--- src/rtl/vr_view_change_ctrl.sv ---
// View-change message builder: sends DoViewChange to the new leader or
// StartView to every other replica, streaming the log behind each header.
module vr_view_change_ctrl #(
  parameter int NUM_REPLICAS = 3,
  parameter int REPLICA_W    = $clog2(NUM_REPLICAS),
  parameter int VIEW_W       = 16,
  parameter int CFG_W        = 48,
  parameter int LEN_W        = 16,
  parameter int DATA_W       = 512
) (
  input  logic                 clk,
  input  logic                 rst,
  input  logic                 req_val,
  input  logic                 req_mode,
  input  logic [VIEW_W-1:0]    req_view,
  input  logic [REPLICA_W-1:0] req_my_idx,
  output logic                 req_rdy,
  output logic                 cfg_rd_req_val,
  output logic [REPLICA_W-1:0] cfg_rd_req_addr,
  input  logic                 cfg_rd_req_rdy,
  input  logic                 cfg_rd_resp_val,
  input  logic [CFG_W-1:0]     cfg_rd_resp_data,
  output logic                 log_rd_req_val,
  input  logic                 log_rd_req_rdy,
  input  logic                 log_rd_resp_val,
  input  logic [LEN_W-1:0]     log_rd_resp_size,
  input  logic                 log_data_val,
  input  logic [DATA_W-1:0]    log_data,
  input  logic                 log_data_last,
  output logic                 log_data_rdy,
  output logic                 udp_meta_val,
  output logic [CFG_W-1:0]     udp_meta_dst,
  output logic [LEN_W-1:0]     udp_meta_len,
  output logic                 udp_meta_mode,
  input  logic                 udp_meta_rdy,
  output logic                 udp_data_val,
  output logic [DATA_W-1:0]    udp_data,
  output logic                 udp_data_last,
  input  logic                 udp_data_rdy,
  output logic                 done,
  output logic [REPLICA_W:0]   msgs_sent
);

  typedef enum logic [3:0] {
    S_IDLE,
    S_CALC,
    S_SEL,
    S_CFG_REQ,
    S_CFG_WAIT,
    S_LOG_REQ,
    S_LOG_WAIT,
    S_META,
    S_DATA,
    S_DONE
  } state_t;

  localparam logic [VIEW_W-1:0]  NR_V  = VIEW_W'(NUM_REPLICAS);
  localparam logic [REPLICA_W:0] NR_D  = (REPLICA_W+1)'(NUM_REPLICAS);
  localparam logic [REPLICA_W:0] ONE_D = (REPLICA_W+1)'(1);

  state_t               r_state;
  logic                 r_mode;
  logic [VIEW_W-1:0]    r_lead_rem;
  logic [REPLICA_W-1:0] r_my_idx;
  logic [REPLICA_W:0]   r_dst_idx;
  logic [CFG_W-1:0]     r_dst_info;
  logic [LEN_W-1:0]     r_log_len;
  logic [REPLICA_W:0]   r_msgs;

  logic w_is_self;
  logic w_in_data;
  logic w_last_hs;

  assign w_is_self = (r_dst_idx == {1'b0, r_my_idx});
  assign w_in_data = (r_state == S_DATA);
  assign w_last_hs = log_data_val & udp_data_rdy & log_data_last;

  always_ff @(posedge clk) begin
    if (rst) begin
      r_state    <= S_IDLE;
      r_mode     <= 1'b0;
      r_lead_rem <= '0;
      r_my_idx   <= '0;
      r_dst_idx  <= '0;
      r_dst_info <= '0;
      r_log_len  <= '0;
      r_msgs     <= '0;
    end else begin
      unique case (r_state)
        S_IDLE: begin
          if (req_val) begin
            r_mode     <= req_mode;
            r_lead_rem <= req_view;
            r_my_idx   <= req_my_idx;
            r_msgs     <= '0;
            r_state    <= S_CALC;
          end
        end
        // view mod N by repeated subtraction, one step per cycle
        S_CALC: begin
          if (r_lead_rem >= NR_V) begin
            r_lead_rem <= r_lead_rem - NR_V;
          end else begin
            r_dst_idx <= r_mode ? '0
                       : {1'b0, r_lead_rem[REPLICA_W-1:0]};
            r_state   <= S_SEL;
          end
        end
        S_SEL: begin
          if (!r_mode) begin
            r_state <= w_is_self ? S_DONE : S_CFG_REQ;
          end else if (r_dst_idx == NR_D) begin
            r_state <= S_DONE;
          end else if (w_is_self) begin
            r_dst_idx <= r_dst_idx + ONE_D;
          end else begin
            r_state <= S_CFG_REQ;
          end
        end
        S_CFG_REQ: begin
          if (cfg_rd_req_rdy) r_state <= S_CFG_WAIT;
        end
        S_CFG_WAIT: begin
          if (cfg_rd_resp_val) begin
            r_dst_info <= cfg_rd_resp_data;
            r_state    <= S_LOG_REQ;
          end
        end
        S_LOG_REQ: begin
          if (log_rd_req_rdy) r_state <= S_LOG_WAIT;
        end
        S_LOG_WAIT: begin
          if (log_rd_resp_val) begin
            r_log_len <= log_rd_resp_size;
            r_state   <= S_META;
          end
        end
        S_META: begin
          if (udp_meta_rdy) r_state <= S_DATA;
        end
        S_DATA: begin
          if (w_last_hs) begin
            r_msgs <= r_msgs + ONE_D;
            if (r_mode) begin
              r_dst_idx <= r_dst_idx + ONE_D;
              r_state   <= S_SEL;
            end else begin
              r_state <= S_DONE;
            end
          end
        end
        S_DONE: r_state <= S_IDLE;
        default: r_state <= S_IDLE;
      endcase
    end
  end

  assign req_rdy         = (r_state == S_IDLE);
  assign cfg_rd_req_val  = (r_state == S_CFG_REQ);
  assign cfg_rd_req_addr = r_dst_idx[REPLICA_W-1:0];
  assign log_rd_req_val  = (r_state == S_LOG_REQ);
  assign udp_meta_val    = (r_state == S_META);
  assign udp_meta_dst    = r_dst_info;
  assign udp_meta_len    = r_log_len;
  assign udp_meta_mode   = r_mode;
  // payload is a zero-latency passthrough gated to the data phase
  assign udp_data_val    = w_in_data & log_data_val;
  assign udp_data        = log_data;
  assign udp_data_last   = w_in_data & log_data_last;
  assign log_data_rdy    = w_in_data & udp_data_rdy;
  assign done            = (r_state == S_DONE);
  assign msgs_sent       = r_msgs;

endmodule

--- config.mk ---
export PLATFORM = sky130hd
export DESIGN_NAME = vr_view_change_ctrl
export DESIGN_NICKNAME = d
export VERILOG_FILES = /design/src/rtl/vr_view_change_ctrl.sv
export SDC_FILE = /design/constraint.sdc
export NUM_CORES = 1
export LEC_CHECK = 0
export CAP_MARGIN = 40
export CORE_AREA = 2 2 464 466
export CTS_CLUSTER_DIAMETER = 60
export CTS_CLUSTER_SIZE = 30
export DETAILED_ROUTE_END_ITERATION = 10
export DIE_AREA = 0 0 466 468
export SETUP_SLACK_MARGIN = 0.05
export SYNTH_ARGS = -nofsm -noshare
export SYNTH_HDL_FRONTEND = slang
export SYNTH_SLANG_ARGS = --single-unit
--- constraint.sdc ---
create_clock -name clk -period 2.6 [get_ports clk]
set_input_delay 0.39 -clock clk [delete_from_list [all_inputs] [get_ports clk]]
set_output_delay 0.39 -clock clk [all_outputs]
set_load 0.01 [all_outputs]
==> impl_metrics.tcl <==
set metrics [dict create \
    status "complete, no violations" \
    ys_seq_area_frac 0.229 \
    syn-cell-area_sq_mm 0.00815 \
    clockBufferDepth 2 \
    intPower_mw 3.55 \
    die-area_sq_mm 0.218 \
    period_needed_ps 2480 \
    gpl.final_weighted_congestion 0.823 \
    grt_max_degree 53 \
    setup_tns_ps 0 \
    cts_root_buf "clkbuf_16" \
    die_w_microns 466 \
    vias 5978 \
    p_comb_frac 0.470 \
    cp_data_required_time_ps 2900 \
    synth_cell_types 56 \
    grt_use_met2 0.156 \
    tightest_slew_ps 624 \
    fin_crit_sh 0.954 \
    async_flop_share 0 \
    gr-usage-met1 0.0282 \
    pre_cts_ws_ps 160 \
    drc 0 \
    slowest_stage "or4_4" \
    first_global_vias 5634 \
    io_pins 1196 \
    setup_viol 0 \
    cts_buffers 9 \
    power.density_mw_per_mm2 644 \
    ys_seq_elements 93 \
    nNetsFinal 1336 \
    clock-sinks 93 \
    top_usage_layer "met3" \
    yosys_warnings 0 \
    seqPwrFrac 0.299 \
    hold_viol_final 0 \
    dp_hpwl_microns 107000 \
    hold_path.class "reg -> reg" \
    place_area_sq_mm 0.00960 \
    met3_usage 0.176 \
    crit_buf_inv 0 \
    crit_chain "ha_1 > or3_1 > or4_4 > o21ai_4 > nand2_4 > a32o_1" \
    antenna_found_initial 26 \
    n_fill_cell 25200 \
    critPathMaxStageDelay_ps 590 \
    vdd_drop_max_mv 0.332 \
    port_buffers 171 \
    totalWireLength_microns 114000 \
    fin_skew_ps 21.4 \
    stdcell_count 3573 \
    synth_edf_count 0 \
    syn-num-nets 1689 \
    synthTopCellsByArea "buf_4 (47%), dfxtp_1 (23%), nand2_1 (7.2%), a21oi_1 (6.1%), clkbuf_1 (1.8%)" \
    clk_pin_slew_worst_paths_ps 80 \
    finalInstanceArea_sq_mm 0.00996 \
    pwr-share-clk 0.232 \
    cp_max_fo 10 \
    drt-initial-drc-count 407 \
    timing.final.ws_setup_ps 119 \
    postCtsSetupBuffers 0 \
    synthesis.instances 1079 \
    viasPerCell 1.67 \
    wl_per_cell_microns 31.9 \
    placeableCoreArea_sq_mm 0.213 \
    power_mw 6.41 \
    maxSlewViolCount 0 \
    avgSynthCellArea_sq_um 7.55 \
    clock_latency_ps 410 \
    synth_top_area_cell "buf_4" \
    cp.arrival_ps 2780 \
    p_sw_frac 0.446 \
    cts.htree.levels 3 \
    place_inst 3553 \
    slew_headroom 0.578 \
    drive_above_1_share 0.0876 \
    fmax_mhz 403 \
    grt_usage 0.0997 \
    leakagePower_nw 2.29 \
    rsz0062_at_grt "yes" \
    path_class "reg -> reg" \
    die_h_microns 468 \
    critPathTopFamily "simple AND/OR/NAND/NOR gates" \
    grt_pass1_wl_microns 125000 \
    cap_violations 0 \
    ys.flop_type "dfxtp_1" \
    std_cell_rows 170 \
    first_pass_iters 5 \
    area_growth_pct 22.2 \
    critPathCaptureType "register" \
    drt.antenna.violating_nets 0 \
    cts_tree "yes" \
    grt.overflow.total 0 \
    synthDominantCellAreaShare 0.474 \
    switchingPower_mw 2.86 \
    start_util 0.0382 \
    hold_buffers 0 \
    critPathLaunchType "register" \
]
[power by group through the flow]
stage | combinational (mW) | clock [mW] | sequential [mW]
finish | 3.01 | 1.48 | 1.91
global route | 3.27 | 1.60 | 1.95
detailed placement | 2.98 | 0 | 1.93
CTS | 3.01 | 1.57 | 1.90
global placement | 2.94 | 0 | 1.91
floorplan | 2.67 | 0 | 1.85
[sequential cells by signal (all words and copies together), names as in the netlist]
name and cells:
msgs_sent 3, r_dst_idx 3, r_lead_rem 16, r_my_idx 2, r_state 4, udp_meta_dst 48, udp_meta_len 16, udp_meta_mode 1
[stage by stage]
stage            util  hold WS [ps]
5_1_grt        0.0467           479
2_1_floorplan       -           448
3_5_place_dp   0.0450           450
3_3_place_gp   0.0450           443
4_1_cts        0.0466           434
6_report       0.0467           460
[worst paths after layout]
path / endpoint / slack (ps) / cells after the start / from
worst min register to register: udp_meta_len[8] / 460 / 2 / udp_meta_len[8]
worst max-delay path: r_lead_rem[8] / 120 / 6 / r_lead_rem[0]
worst min-delay path: udp_meta_len[8] / 460 / 2 / udp_meta_len[8]
worst max register to register: r_lead_rem[8] / 120 / 6 / r_lead_rem[0]
[routing by layer]
| metal | share of wire | routed length (microns) | up-vias |
|---|---|---|---|
| li1 | - | - | 2301 |
| met1 | 0.10 | 11400 | 2425 |
| met2 | 0.44 | 50400 | 881 |
| met3 | 0.38 | 43700 | 369 |
| met4 | 0.075 | 8590 | 2 |
| met5 | 0.00011 | 13 | - |
[synth_stat cells (3+ instances only)]
master      n
nand2b_1    6
or2_2       3
o32ai_1     7
a21oi_1    99
a22oi_1     4
a211oi_1    4
a32o_1      3
nor3b_1     3
nand3_1     9
nor3_1     15
a31oi_1     7
nor2b_1     6
a311oi_1    3
dfxtp_1    93
or3_1       4
ha_1        4
nor2_1     23
and4_1      3
nand2_1   157
nor4_1      3
clkbuf_1   38
o21ai_0    14
or4_1       3
and2_1      5
o22ai_1     3
buf_4     514
nand4_1     3
inv_1       6
[cells in the final DEF, fill, tap and decap left out, types with 3 or more instances in the layout]
master / count
a211oi_1: 4
a21oi_1: 98
a22oi_1: 4
a311oi_1: 3
a31oi_1: 7
a32o_1: 3
and2_1: 5
and4_1: 3
buf_12: 6
buf_4: 22
clkbuf_16: 9
clkdlybuf4s50_1: 163
clkinv_8: 3
dfxtp_1: 90
dfxtp_2: 3
diode_2: 4
ha_1: 4
inv_1: 6
nand2_1: 157
nand2b_1: 6
nand3_1: 8
nand4_1: 3
nor2_1: 23
nor2b_1: 6
nor3_1: 14
nor3b_1: 3
o21ai_0: 14
o22ai_1: 3
o32ai_1: 7
or2_2: 3
or3_1: 4
or4_1: 3
[repair_timing]
item / 4_1_cts / 5_1_grt
setup endpoints to repair: 6 / 12
pin swaps: 0 / 1
resized for setup: 4 / 4
[cell families after synthesis]
family                     share of synthesized area
AOI/OAI and AO/OA                              0.115
buffers and inverters                          0.496
xor gates and xnor gates                     0.00323
DFF                                            0.229
muxes                                        0.00246
adders and majority gates                    0.00614
and+or+nand+nor                                0.148
[worst min-delay path: stages, from the launching register on]
cell and delay (ps):
dfxtp_1 320, nand2_1 50, a21oi_1 50
[area by class of cell]
cell class	instances	area, sq um	area share
antenna	4	10.0	0.00101
multi-input combinational	425	2280	0.229
tap	2838	3550	0.357
timing repair buffer	191	1920	0.193
sequential	93	1870	0.187
clock inverter	7	88.8	0.00892
inverter	6	22.5	0.00226
clock buffer	9	225	0.0226
(Power assumes the default switching activity.)
==> variant: new RTL, config.mk and constraints unchanged <==
The parameter `CFG_W` goes from 48 to 24.
--- a/src/rtl/vr_view_change_ctrl.sv
+++ b/src/rtl/vr_view_change_ctrl.sv
@@ -4,7 +4,7 @@
   parameter int NUM_REPLICAS = 3,
   parameter int REPLICA_W    = $clog2(NUM_REPLICAS),
   parameter int VIEW_W       = 16,
-  parameter int CFG_W        = 48,
+  parameter int CFG_W        = 24,
   parameter int LEN_W        = 16,
   parameter int DATA_W       = 512
 ) (
Ports: changed (resized cfg_rd_resp_data and udp_meta_dst); port bits go from 1196 to 1148. No check against the original RTL was run, so the function may have changed too.
==> variant against the original RTL <==
- setup slack better by 0.053 ns
- final area is 14% lower
- sequential cell count is 24 lower
- non-clock buffer count is 51 lower
- count of clock-buffer cells in the layout is 1 higher
- synthesized area is 11% lower
- core utilization is 0.67 points lower
- wire length is 14% higher
- power is 18% lower
- synthesized cell count is 12% lower
- die area stayed put
- sequential share of layout area is 2.5 points lower
- largest power group unchanged
- highest routed layer unchanged
==> variant: results (changes against the original RTL) <==
clock_tree:
  cts_resized: 0  # -4
  clk_pin_slew_ns: 0.06  # -0.02 ns
cells_and_area:
  n_antenna_cell: 0  # -4
  largest_reg_flops: 24  # -50%
  layout.nets: 1143  # -14%
  nFillCells: 25272  # +0.32%
placed_design:
  hpwl_um: 124000  # +16%
  gp_congestion: 0.831  # +1.0%
  placed_area_um2: 8150  # -15%
  portBuffers: 123  # -28%
drt:
  wl_um: 130000  # +14%
  vias_per_cell: 1.52  # -9.1%
outcome:
  status: "finished, final reports clean"
synthesis:
  synthTopCellsByArea: "buf_4 (53%), dfxtp_1 (19%), nand2_1 (5.6%)"
  synth_nets: 1540  # -8.8%
  synth_common_cells: "buf_4 (515), nand2_1 (109), a21oi_1 (73)"
  ys_types: 55  # -1.8%
setup_path:
  cp-startpoint: "r_state[2]"
  cp_data_arrival_time_ns: 2.04  # -0.74 ns
  crit_fanout: 8  # -2
  reg2regPathDepth: 7  # +1
global_routing:
  grt_usage: 0.114  # +0.0141
  grt_pass1_vias: 4869  # -14%
  grt_max_degree: 41  # -23%
  grt_pass1_wl_um: 140000  # +12%
  antenna_found_initial: 37  # +42%
power:
  p_total_mw: 5.28  # -18%
  powerSeq_mw: 1.38  # -28%
worst_hold_path:
  holdCritStartpoint: "udp_meta_dst[6]"
timing:
  finalClockSkew_ns: 0.0331  # +0.0116 ns
-- variant: changes by cell type after synthesis, moves of 4 or more --
cell	unedited run	this run
and3_1	2	6
a21oi_1	99	73
dfxtp_1	93	69
buf_2	0	4
o21ai_0	14	2
clkbuf_1	38	27
nand2_1	157	109
-- variant: kinds of logic (layout without fill, tap and decap cells) --
logic type,after synthesis,in the layout,share of synthesized area
buf+inv,553,161,0.556
compound gates,127,127,0.112
simple gates,193,193,0.124
fa+ha+maj,4,4,0.00691
mux,4,4,0.00570
xor+xnor,4,4,0.00484
flops,69,69,0.191
-- variant: path summary, 6_finish.rpt --
kind	endpoint	slack [ns]
worst min register to register	udp_meta_dst[6]	0.46
worst max-delay path	req_rdy	0.17
worst min-delay path	udp_meta_dst[6]	0.46
worst max register to register	r_state[0]	0.26
-- variant: cell type report --
class,count,share of cell area
clock inverter,6,0.0186
multi-input combinational,332,0.215
inverter,5,0.00220
sequential,69,0.162
tap,2838,0.416
timing repair buffer,140,0.160
clock buffer,10,0.0268
-- variant: critical path, stage by stage (launching register included) --
cell and delay (ns):
dfxtp_1 0.37, buf_4 0.19, nor4_1 0.38, buf_4 0.19
clkdlybuf4s50_1 0.53
-- variant: stage by stage --
stage                     instances  setup slack [ns]  utilization
final                          3400             0.172       0.0400
after detailed placement       3384             0.312       0.0382
after global placement         3384             0.382       0.0382
after CTS                      3400             0.154       0.0400
after global routing           3400             0.126       0.0400
after floorplan                 954             0.602            -
-- variant: layer usage --
layer | part of all wire | up-vias | GRT usage
met5 | 0.00034 | - | 0.000439
met4 | 0.058 | 6 | 0.0567
met3 | 0.39 | 327 | 0.205
met2 | 0.48 | 1024 | 0.195
met1 | 0.074 | 2006 | 0.0240
li1 | - | 1806 | -
